**src/rtl/fast_slow_pkg.sv**
```systemverilog
// rtl/fast_slow_pkg.sv - shared types and constants for the slow/fast sample paths
//
// Purpose : drop-counter sizing, default sample type and a saturating
//           increment helper used by the sample transfer blocks.
package fast_slow_pkg;

  localparam int                  DROP_CNT_W   = 8;
  localparam logic [DROP_CNT_W-1:0] DROP_CNT_MAX = 8'd255;

  typedef logic [15:0] sample_t;

  function automatic logic [DROP_CNT_W-1:0] sat_inc(input logic [DROP_CNT_W-1:0] i_val);
    return (i_val == DROP_CNT_MAX) ? i_val : i_val + DROP_CNT_W'(1);
  endfunction

endpackage

```
**src/rtl/sync_fwft_fifo.sv**
```systemverilog
// rtl/sync_fwft_fifo.sv - single-clock first-word-fall-through FIFO
//
// Purpose : small register-array FIFO; the head word is visible on o_data
//           whenever o_empty is low.
// Ports   : i_clk/i_rst  clock and synchronous active-high reset
//           i_push/i_data write request and word
//           i_pop        consume head word (ignored while empty)
//           o_data       head word
//           o_full/o_empty/o_level occupancy
module sync_fwft_fifo #(
  parameter int WIDTH = 16,
  parameter int DEPTH = 4
) (
  input  logic                     i_clk,
  input  logic                     i_rst,
  input  logic                     i_push,
  input  logic [WIDTH-1:0]         i_data,
  input  logic                     i_pop,
  output logic [WIDTH-1:0]         o_data,
  output logic                     o_full,
  output logic                     o_empty,
  output logic [$clog2(DEPTH):0]   o_level
);

  localparam int PTR_W = $clog2(DEPTH);

  logic [WIDTH-1:0] r_mem [DEPTH];
  logic [PTR_W-1:0] r_wr_ptr;
  logic [PTR_W-1:0] r_rd_ptr;
  logic [PTR_W:0]   r_level;

  logic w_pop_ok;
  logic w_push_ok;

  assign o_full    = (r_level == (PTR_W+1)'(DEPTH));
  assign o_empty   = (r_level == '0);
  assign w_pop_ok  = i_pop & ~o_empty;
  // A push into a full FIFO is still legal when the head leaves on the same edge.
  assign w_push_ok = i_push & (~o_full | w_pop_ok);

  always_ff @(posedge i_clk) begin
    if (i_rst) begin
      r_wr_ptr <= '0;
      r_rd_ptr <= '0;
      r_level  <= '0;
      // Storage is cleared so stale words can never surface after a reset.
      for (int i = 0; i < DEPTH; i++) r_mem[i] <= '0;
    end else begin
      if (w_push_ok) begin
        r_mem[r_wr_ptr] <= i_data;
        r_wr_ptr        <= r_wr_ptr + PTR_W'(1);
      end
      if (w_pop_ok) r_rd_ptr <= r_rd_ptr + PTR_W'(1);
      case ({w_push_ok, w_pop_ok})
        2'b10:   r_level <= r_level + (PTR_W+1)'(1);
        2'b01:   r_level <= r_level - (PTR_W+1)'(1);
        default: r_level <= r_level;
      endcase
    end
  end

  assign o_data  = r_mem[r_rd_ptr];
  assign o_level = r_level;

endmodule

```
**src/rtl/data_slow_to_fast_rx.sv**
```systemverilog
// rtl/data_slow_to_fast_rx.sv - slow-to-fast sample receiver with FWFT buffer
//
// Purpose : synchronizes the slow-domain valid level into Clk_Fast, captures
//           Data_In_Slow on each rising edge of it, buffers samples and hands
//           them out over valid/ready with sticky overflow accounting.
// Ports   : Clk_Fast/Rst             clock, synchronous active-high reset
//           Data_In_Slow/Valid_In_Slow held word and level flag from slow side
//           Data_Out_Fast/Valid_Out_Fast/Ready_In_Fast  output handshake
//           Fill_Level               words stored
//           Overflow/Drop_Count/Clear_Overflow  drop accounting
module data_slow_to_fast_rx
  import fast_slow_pkg::*;
#(
  parameter int WIDTH       = 16,
  parameter int SYNC_STAGES = 2,
  parameter int FIFO_DEPTH  = 4
) (
  input  logic                          Clk_Fast,
  input  logic                          Rst,
  input  logic [WIDTH-1:0]              Data_In_Slow,
  input  logic                          Valid_In_Slow,
  output logic [WIDTH-1:0]              Data_Out_Fast,
  output logic                          Valid_Out_Fast,
  input  logic                          Ready_In_Fast,
  output logic [$clog2(FIFO_DEPTH):0]   Fill_Level,
  output logic                          Overflow,
  output logic [DROP_CNT_W-1:0]         Drop_Count,
  input  logic                          Clear_Overflow
);

  localparam int                ARM_W    = $clog2(SYNC_STAGES + 2);
  localparam logic [ARM_W-1:0]  ARM_DONE = ARM_W'(SYNC_STAGES + 1);

  logic [SYNC_STAGES-1:0] r_sync;
  logic                   r_sync_prev;
  logic [ARM_W-1:0]       r_arm_cnt;
  logic                   r_overflow;
  logic [DROP_CNT_W-1:0]  r_drop_cnt;

  logic w_sync_out;
  logic w_armed;
  logic w_rise;
  logic w_pop;
  logic w_full;
  logic w_empty;
  logic w_drop;
  logic w_push;

  assign w_sync_out = r_sync[SYNC_STAGES-1];
  assign w_armed    = (r_arm_cnt == ARM_DONE);

  // sync_prev always follows the chain, so a level already high when the arm
  // window closes is seen as "old" and never produces a rise.
  always_ff @(posedge Clk_Fast) begin
    if (Rst) begin
      r_sync      <= '0;
      r_sync_prev <= 1'b0;
      r_arm_cnt   <= '0;
    end else begin
      r_sync      <= {r_sync[SYNC_STAGES-2:0], Valid_In_Slow};
      r_sync_prev <= w_sync_out;
      if (!w_armed) r_arm_cnt <= r_arm_cnt + ARM_W'(1);
    end
  end

  assign w_rise = w_armed & w_sync_out & ~r_sync_prev;
  assign w_pop  = Valid_Out_Fast & Ready_In_Fast;
  assign w_drop = w_rise & w_full & ~w_pop;
  assign w_push = w_rise & ~w_drop;

  // A drop in the same cycle as a clear wins and restarts the count at one.
  always_ff @(posedge Clk_Fast) begin
    if (Rst) begin
      r_overflow <= 1'b0;
      r_drop_cnt <= '0;
    end else if (w_drop) begin
      r_overflow <= 1'b1;
      r_drop_cnt <= Clear_Overflow ? DROP_CNT_W'(1) : sat_inc(r_drop_cnt);
    end else if (Clear_Overflow) begin
      r_overflow <= 1'b0;
      r_drop_cnt <= '0;
    end
  end

  sync_fwft_fifo #(
    .WIDTH (WIDTH),
    .DEPTH (FIFO_DEPTH)
  ) u_fifo (
    .i_clk   (Clk_Fast),
    .i_rst   (Rst),
    .i_push  (w_push),
    .i_data  (Data_In_Slow),
    .i_pop   (w_pop),
    .o_data  (Data_Out_Fast),
    .o_full  (w_full),
    .o_empty (w_empty),
    .o_level (Fill_Level)
  );

  assign Valid_Out_Fast = ~w_empty;
  assign Overflow       = r_overflow;
  assign Drop_Count     = r_drop_cnt;

endmodule

```
**config.mk**
```make
export PLATFORM = sky130hd
export DESIGN_NAME = data_slow_to_fast_rx
export DESIGN_NICKNAME = d
export VERILOG_FILES = /design/src/rtl/fast_slow_pkg.sv /design/src/rtl/sync_fwft_fifo.sv /design/src/rtl/data_slow_to_fast_rx.sv
export SDC_FILE = /design/constraint.sdc
export NUM_CORES = 1
export LEC_CHECK = 0
export ABC_CLOCK_PERIOD_IN_PS = 5730
export CAP_MARGIN = 20
export CORE_MARGIN = 2
export CORE_UTILIZATION = 53
export DETAILED_ROUTE_END_ITERATION = 8
export HOLD_SLACK_MARGIN = 0.08
export PLACE_DENSITY = 0.77
export SYNTH_ARGS = -nofsm -noshare
export SYNTH_HDL_FRONTEND = slang
export SYNTH_SLANG_ARGS = --single-unit
```
**constraint.sdc**
```tcl
create_clock -name Clk_Fast -period 5.73 [get_ports Clk_Fast]
set_input_delay 1.146 -clock Clk_Fast [delete_from_list [all_inputs] [get_ports Clk_Fast]]
set_output_delay 1.146 -clock Clk_Fast [all_outputs]
set_load 0.1 [all_outputs]
```
# Yosys cells after proc, flatten, opt, wreduce, memory -nomap -nowiden
# Memories as Yosys holds them, arrays and structs flattened. A register that Yosys moved wholly into a read port is not among the register bits.
# Cells that the tools add are included.
[totals]
ff_bits = 21
latchBits = 0
ram_bits = 64
rom_bits = 0
in_bits = 21
output_inout_bits = 29
elab_cells = 57
mem_count = 1
[op_classes]
add_sub_neg = 6
multipliers = 0
div = 0
n_lt_le_gt_ge = 0
n_eq_ne = 6
shift = 0
mux = 17
bitwise_logic = 14
n_reduce_logical = 5
[memory_table]
columns = ["name", "words", "word_bits", "rd", "rd_ports_with_merged_regs", "wr", "line", "rtl"]
rows = [
  ["u_fifo.r_mem", 4, 16, 1, 1, 4, "sync_fwft_fifo.sv:27", "logic [WIDTH-1:0] r_mem [DEPTH];"],
]
[op_table]
columns = ["operator", "n"]
rows = [
  ["2-to-1 mux 8 bit", 4],
  ["2-to-1 mux 16 bit", 1],
  ["OR reduction 16 bit", 1],
  ["adder 8 x 1 -> 8 bit, second input constant", 1],
  ["AND 1 bit", 8],
  ["== test 8 bit, second input constant", 1],
  ["2-to-1 mux 1 bit", 8],
  ["adder 2 x 1 -> 2 bit, second input constant", 3],
  ["2-to-1 mux 2 bit", 3],
  ["case mux 3 bit (2 select lines)", 1],
  ["inverter 1 bit", 5],
  ["== test 2 bit, second input constant", 2],
  ["nonzero test 2 bit", 2],
  ["adder 3 x 1 -> 3 bit, second input constant", 1],
  ["== test 3 bit, second input constant", 1],
  ["logical NOT 3 bit", 1],
  ["subtractor 3 x 1 -> 3 bit, second input constant", 1],
  ["== test 2 x 1 -> 1 bit, second input constant", 1],
  ["inequality test 2 bit, second input constant", 1],
  ["AND reduction 2 bit", 1],
  ["OR 1 bit", 1],
]

# Longest topological paths before layout
[depth]
depth_word = 13
mapped_depth = 9
depth_no_buf = 9

# Cells and area by module
# Synthesis repeated with hierarchy kept, for this count alone.
[unflattened]
hier_cells = 281
area_unflattened_um2 = 3897.5
[modules_own_cells]
columns = ["module", "instances", "cells_per_inst", "area_per_inst_um2", "seq_area_each_um2"]
rows = [
  ["sync_fwft_fifo", 1, 207, 3238.1, 2102.0],
  ["data_slow_to_fast_rx", 1, 74, 659.4, 280.3],
]

# Worst setup path after synthesis
# No wires, ideal clock.
[synth_timing]
path_type = "input-to-reg"
from = "in Ready_In_Fast"
to = "reg u_fifo.r_level[2], in the netlist u_fifo.o_level[2]"
arrival_time_ns = 2.971
slack_ns = 2.689
cell_stages = 8
path_buffers = 0
path_cell_list = "or4b_4 nand2_2 ha_1 inv_1 fa_1 xor2_1 or3_1 a21oi_1"
[synth_between]
elab_chain_len = 8
word_cells_on_any_way = 12
cone_classes = "2 x eq/ne; 1 x mux; 8 x bitwise; 1 x reduce/logical"
[synth_rtl]
columns = ["item", "line", "rtl"]
rows = [
  ["start, declared", "data_slow_to_fast_rx.sv:24", "input logic Ready_In_Fast,"],
  ["AND 1 bit (*)", "data_slow_to_fast_rx.sv:67", "assign w_pop = Valid_Out_Fast & Ready_In_Fast;"],
  ["inverter 1 bit", "data_slow_to_fast_rx.sv:68", "assign w_drop = w_rise & w_full & ~w_pop;"],
  ["AND 1 bit", "data_slow_to_fast_rx.sv:68", ""],
  ["inverter 1 bit", "data_slow_to_fast_rx.sv:69", "assign w_push = w_rise & ~w_drop;"],
  ["AND 1 bit", "data_slow_to_fast_rx.sv:69", ""],
  ["AND 1 bit", "sync_fwft_fifo.sv:39", "assign w_push_ok = i_push & (~o_full | w_pop_ok);"],
  ["== test 2 x 1 -> 1 bit / == test 2 bit (equally long branches)", "sync_fwft_fifo.sv:54", "case ({w_push_ok, w_pop_ok})"],
  ["case mux 3 bit (2 select lines) / nonzero test 2 bit (equally long branches)", "n/a", ""],
  ["end signal, assigned", "sync_fwft_fifo.sv:55", "2'b10: r_level <= r_level + (PTR_W+1)'(1);"],
  ["end signal, assigned", "sync_fwft_fifo.sv:56", "2'b01: r_level <= r_level - (PTR_W+1)'(1);"],
  ["end signal, assigned", "sync_fwft_fifo.sv:57", "default: r_level <= r_level;"],
  ["end, declared", "sync_fwft_fifo.sv:30", "logic [PTR_W:0] r_level;"],
]
# Every way passes the cells marked *; elsewhere a longest branch is shown, timed or not.
# A chain may end at the register's enable or synchronous reset.

==> results_dict.tcl <==
set metrics [dict create \
    dieArea_sq_um 7910 \
    wirelength_mm 7.05 \
    holdWs_ns 0.445 \
    timing_worst_setup_path_type "flip-flop to primary output" \
    skew_ns 0.0127 \
    coreArea_sq_um 6910 \
    synth_edf_count 64 \
    cts_buffers 9 \
    synth_seq_cells 87 \
    maxSlewViolCount 0 \
    worstHoldPathCells 1 \
    ant_nets 0 \
    nets 348 \
    via_count 2298 \
    maxCapViolations 0 \
    post-route-period-util 0.692 \
    yosysTopAreaCell "edfxtp_1" \
    leakagePower_nw 1.61 \
    rsz0062_at_grt "false" \
    crit_required_ns 4.58 \
    hp-start "r_sync[0]$_SDFF_PP0_" \
    drc_errors 0 \
    r2r-start "u_fifo.o_level[0]$_SDFFE_PP0P_" \
    cts.htree.levels 3 \
    period_needed_ns 3.96 \
    antenna_found_initial 0 \
    post_route_cells_drive_above_1_share 0.137 \
    cts.sinks 87 \
    drt_iter0_markers 111 \
    critical_path.max_fanout 9 \
    holdCritPathClass "flip-flop to flip-flop" \
    critPathLaunchType "flip-flop" \
    area_growth_pct 21.7 \
    post_dp_cell_area_sq_um 4410 \
    grt_usage 0.195 \
    syn_area_per_cell_sq_um 14.1 \
    clockBufferDepth 2 \
    grt_max_degree 24 \
    regToRegSetupSlack_ns 3.23 \
    post_cts_buffers 0 \
    dp_slack_ns 1.87 \
    synth_ff_type "edfxtp_1" \
    fin_area_sq_um 4650 \
    io_pins 50 \
    max_slew_margin 0.336 \
    status "finished, final reports clean" \
    cp.arrival_ns 2.82 \
    final_cell_mix "and2_1 (64), edfxtp_1 (64), clkdlybuf4s50_1 (49)" \
    max_freq_ghz 0.252 \
    insertion_delay_ns 0.35 \
    tightest_slew_ns 0.991 \
    grt_pass1_vias 2301 \
    finalSetupViolations 0 \
    portBuffers 49 \
    seq_area_frac_synth 0.623 \
    ir_worst_vdd_v 0.000214 \
    fp.dieW_microns 89.0 \
    synth_cells 271 \
    synth_area_sq_um 3820 \
    gp_congestion 0.745 \
    timing.rr.end "u_fifo.o_level[2]$_SDFFE_PP0P_" \
    viasPerCell 5.42 \
    synth_largest_type_area_fraction 0.502 \
    reg2regPathDepth 8 \
    yosys_warnings 0 \
    post_cts_resized 0 \
    cts.clk_slew.worst_paths_ns 0.08 \
    grt_pass1_wl_mm 11.3 \
    yosys-top-cells-area "edfxtp_1 (50%), dfxtp_1 (12%), and2_1 (10%)" \
    start_util 0.554 \
    dp_hpwl_mm 4.64 \
    crit_path_end_kind "primary output" \
    overflow 0 \
    hold_buffers 0 \
    root_buffer "clkbuf_8" \
    synth-async-reset-ratio 0 \
    die_h_microns 89.0 \
    hold_violations 0 \
    whs_endpoint "r_sync[1]$_SDFF_PP0_" \
    rows 30 \
    wl_per_cell_microns 16.6 \
    synth.net_count 296 \
    setup_ws_ns 1.77 \
    detail_route.first_pass.iterations 4 \
    cts_tree "built" \
    p_per_area_nw_per_um2 278 \
    diodes 0 \
    fin_setup_tns_ns 0 \
    ys_types 44 \
]
## layer usage
layer  global-route usage  share of wire  vias to the layer above  wire, microns
met3               0.0416          0.030                       12            212
met4               0.0746          0.016                        0            112
met2                0.344           0.54                       43           3790
met5                    0              0                        -              0
li1                     -              -                     1103              -
met1                0.236           0.42                     1140           2930
## sequential cells by signal, summed over array words and instances, names as in the netlist, named ones only
name,cells
u_fifo.r_rd_ptr,2
r_sync_prev,1
r_sync,2
u_fifo.r_wr_ptr,2
r_arm_cnt,2
Drop_Count,8
u_fifo.r_mem,64
Overflow,1
u_fifo.o_level,3
## worst max-delay path, stage by stage (launching register included)
cell	delay [ns]
dfxtp_1	0.73
buf_8	0.24
mux4_2	0.51
clkdlybuf4s50_1	0.98
## worst max-delay path by stage
stage	startpoint	end	slack, ns	cells after the start
floorplan	Ready_In_Fast	u_fifo.o_level[2]$_SDFFE_PP0P_	2.69	8
global placement	flip-flop	Data_Out_Fast[4]	1.91	2
detailed placement	flip-flop	Data_Out_Fast[15]	1.87	2
CTS	flip-flop	Data_Out_Fast[15]	1.49	2
global route	flip-flop	Data_Out_Fast[15]	1.63	3
finish	flip-flop	Data_Out_Fast[15]	1.77	3
## power by group
part	internal [mW]	switching [mW]	total [mW]
clock network	0.251	0.225	0.476
logic	0.0399	0.0765	0.116
registers	0.694	0.00882	0.703
## kinds of logic (layout without fill, tap and decap cells)
group                    count (synthesis)  count (layout)  share of synthesized area
adder cells (fa/ha/maj)                  4               4                     0.0150
multiplexers                            17              17                     0.0968
AO/OA/AOI/OAI                           23              23                     0.0399
flip-flops                              87              87                      0.623
XOR/XNOR                                 7               7                     0.0160
buffers and inverters                   18              75                     0.0186
AND/OR/NAND/NOR                        115             115                      0.191
## per-stage QoR
| step | utilization | power (mW) | cells |
|---|---|---|---|
| 6_report | 0.674 | 1.29 | 424 |
| 3_3_place_gp | 0.639 | 0.833 | 407 |
| 4_1_cts | 0.672 | 1.30 | 423 |
| 3_5_place_dp | 0.639 | 0.834 | 407 |
| 5_1_grt | 0.674 | 1.34 | 424 |
| 2_1_floorplan | - | 0.795 | 271 |
## final cells by class
cell class	instances	area (sq um)
Timing Repair Buffer	54	536
Multi-Input combinational cell	166	1370
Inverter	5	18.8
Clock buffer	9	124
Sequential cell	87	2380
Clock inverter	7	101
Fill cell	515	2250
Tap cell	96	120
## synth_stat cells, drive strengths merged (3+ instances only)
library cell	n
a21oi	9
and2	64
buf	3
clkbuf	10
dfxtp	23
edfxtp	64
ha	3
inv	5
mux4	16
nand2	6
nand3	5
nor2	11
nor2b	3
nor3	3
o31ai	3
or4	5
xor2	6
Power figures use the tool's default switching activity.
==> RTL change (config.mk and constraints unchanged) <==
Set the parameter `FIFO_DEPTH` to 2 (it was 4).
--- a/src/rtl/data_slow_to_fast_rx.sv
+++ b/src/rtl/data_slow_to_fast_rx.sv
@@ -13,7 +13,7 @@
 #(
   parameter int WIDTH       = 16,
   parameter int SYNC_STAGES = 2,
-  parameter int FIFO_DEPTH  = 4
+  parameter int FIFO_DEPTH  = 2
 ) (
   input  logic                          Clk_Fast,
   input  logic                          Rst,
Ports: changed (resized Fill_Level); port bits go from 50 to 49. No check against the original RTL was run, so the function may have changed too.
==> RTL change against the unedited design <==
- sequential cell count down 36
- first-iteration DRC count grew 31%
- highest routed layer unchanged
- count of clock-buffer cells in the layout down 2
- largest power group unchanged
- critical path type unchanged
- critical path depth decreased by 1
- maximum frequency grew 7.6%
- register-to-register slack improved by 200 ps
- cell area fell by 38%
- synthesized area decreased by 40%
- routed wire length shrank 36%
- worst setup slack gained 280 ps
- total power decreased by 42%
==> RTL change: results (changes against the unedited design) <==
* Run status: finished, final reports clean
- Placed instance area: 2795 um2 (-37%)
- Clock buffer depth: 2 (unchanged)
- The portion of the post-synthesis area used by sequential elements came to 58.71% (-3.6 points).
- The post-synthesis cell type count came to 42 (-4.5%).
* LEAKAGE: 0.001086 uW (-33%)
* Synth Area in Compound Gates: 6.736% (+2.7 points)
- The maximum number of pins on one net before global-route repair is 21 (-13%).
* Max stage delay cell, worst path: sky130_fd_sc_hd__clkdlybuf4s50_1
* Filler Cells Inserted: 295 (-43%)
* Critical-path maximum fanout: 16 (+7)
* Top cell types by occurrence after synthesis: sky130_fd_sc_hd__and2_1 (34), sky130_fd_sc_hd__edfxtp_1 (32), sky130_fd_sc_hd__dfxtp_1 (19)
- Synth warn: 0 (unchanged)
* Clock net power: 241 uW (-49%)
* Average via count per standard cell: 5.556 (+2.5%)
* Skew final: 8.722 ps (-4.013 ps)
- Post-synth EDFFs: 32 (-50%)
- Level count of the clock H-tree: 2 (-1)
- Vias in the first global route: 1555 (-32%)
- NetSw: 188.1 uW (-39%)
- The count of unresolved DRC violations after routing is 0 (unchanged).
* Number of nets in the finished design: 252 (-28%)
- Drt first-iter violations: 145 (+31%)
- By area the synthesized netlist is led by sky130_fd_sc_hd__edfxtp_1 (42%), sky130_fd_sc_hd__dfxtp_1 (17%), sky130_fd_sc_hd__and2_1 (9.3%), sky130_fd_sc_hd__mux2_2 (7.9%), sky130_fd_sc_hd__ha_1 (1.6%).
- The number of flip-flops in the largest register came to 32 (-50%).
* Number of standard cells in the final layout excluding fillers: 279 (-34%)
- Placed Instances: 271 (-33%)
- Antenna violations before repair: 0 (unchanged)
- Total power after layout: 747.9 uW (-42%)
- Worst slack, placed: 2274 ps (+402.3 ps)
- The clock buffer count from CTS is 5 (-4).
- Power dissipated in combinational cells: 99.4 uW (-14%)
- Worst min path class: reg -> reg
- The post-detailed-route wirelength per cell is 16.20 um (-2.6%).
* Mux cell area share after synthesis: 8.324% (-1.4 points)
- On the critical path the largest part of the delay comes from buffers and inverters.
- The number of antenna repair diodes is 0 (unchanged).
- Insertion delay of the later-clocked pin in the worst-skew pair: 310 ps (-40 ps)
* Post-CTS Setup Repair Bufs: 0 (unchanged)
* Syn Inst Count: 180 (-34%)
- The largest vdd supply drop is 181.5 uV (-15%).
* Post-CTS resize count: 0 (unchanged)
- Global-route wire length before repair: 7734 um (-31%)
- The total routing usage reported by global routing was 20.58% (+1.1 points).
* Arrival time of the worst setup path: 2540 ps (-280 ps)
- The number of port buffers came to 48 (-2.0%).
- The parity-gate share of the synthesized area counting xor and xnor cells is 1.917% (+0.31 points).
- Final RePlAce weighted congestion: 0.9193 (+23%)
- Adder and majority cell fraction of the synthesized area: 1.643% (+0.14 points)
- Share of post-route cells with drive strength above 1: 16.16% (+2.4 points)
- Clock transition at the registers of the reported paths: 90 ps
* Net Count, Synth: 204 (-31%)
- Slew @ Worst Pin: 993.1 ps (+2.392 ps)
- DP Wirelength: 3105 um (-33%)
- The delay contributed by the slowest stage of the critical path came to 1130 ps (+150 ps).
[RTL change: final cells by class]
class / instances / area [um2] / area share (%)
Multi-Input combinational cell: 119 / 895.9 / 30.81
Tap cell: 50 / 62.56 / 2.151
Timing Repair Buffer: 49 / 488.0 / 16.78
Clock inverter: 1 / 5.005 / 0.1721
Clock buffer: 7 / 107.6 / 3.701
Sequential cell: 51 / 1341 / 46.13
Inverter: 2 / 7.507 / 0.2582
[RTL change: worst paths after layout]
path / startpoint / endpoint / slack, ps / cells after the start
worst max-delay path: register / Data_Out_Fast[6] / 2040 / 2
worst min-delay path: r_sync[0] / r_sync[1] / 460 / 1
worst max register to register: r_arm_cnt[0] / u_fifo.r_mem[1][12] / 3430 / 5
worst min register to register: r_sync[0] / r_sync[1] / 460 / 1
[RTL change: metal layers]
| metal | share of wire (%) | track usage [%] |
|---|---|---|
| met2 | 52 | 35.04 |
| met3 | 5.6 | 5.814 |
| met5 | 0 | 0 |
| met1 | 40 | 25.05 |
| met4 | 1.6 | 7.265 |
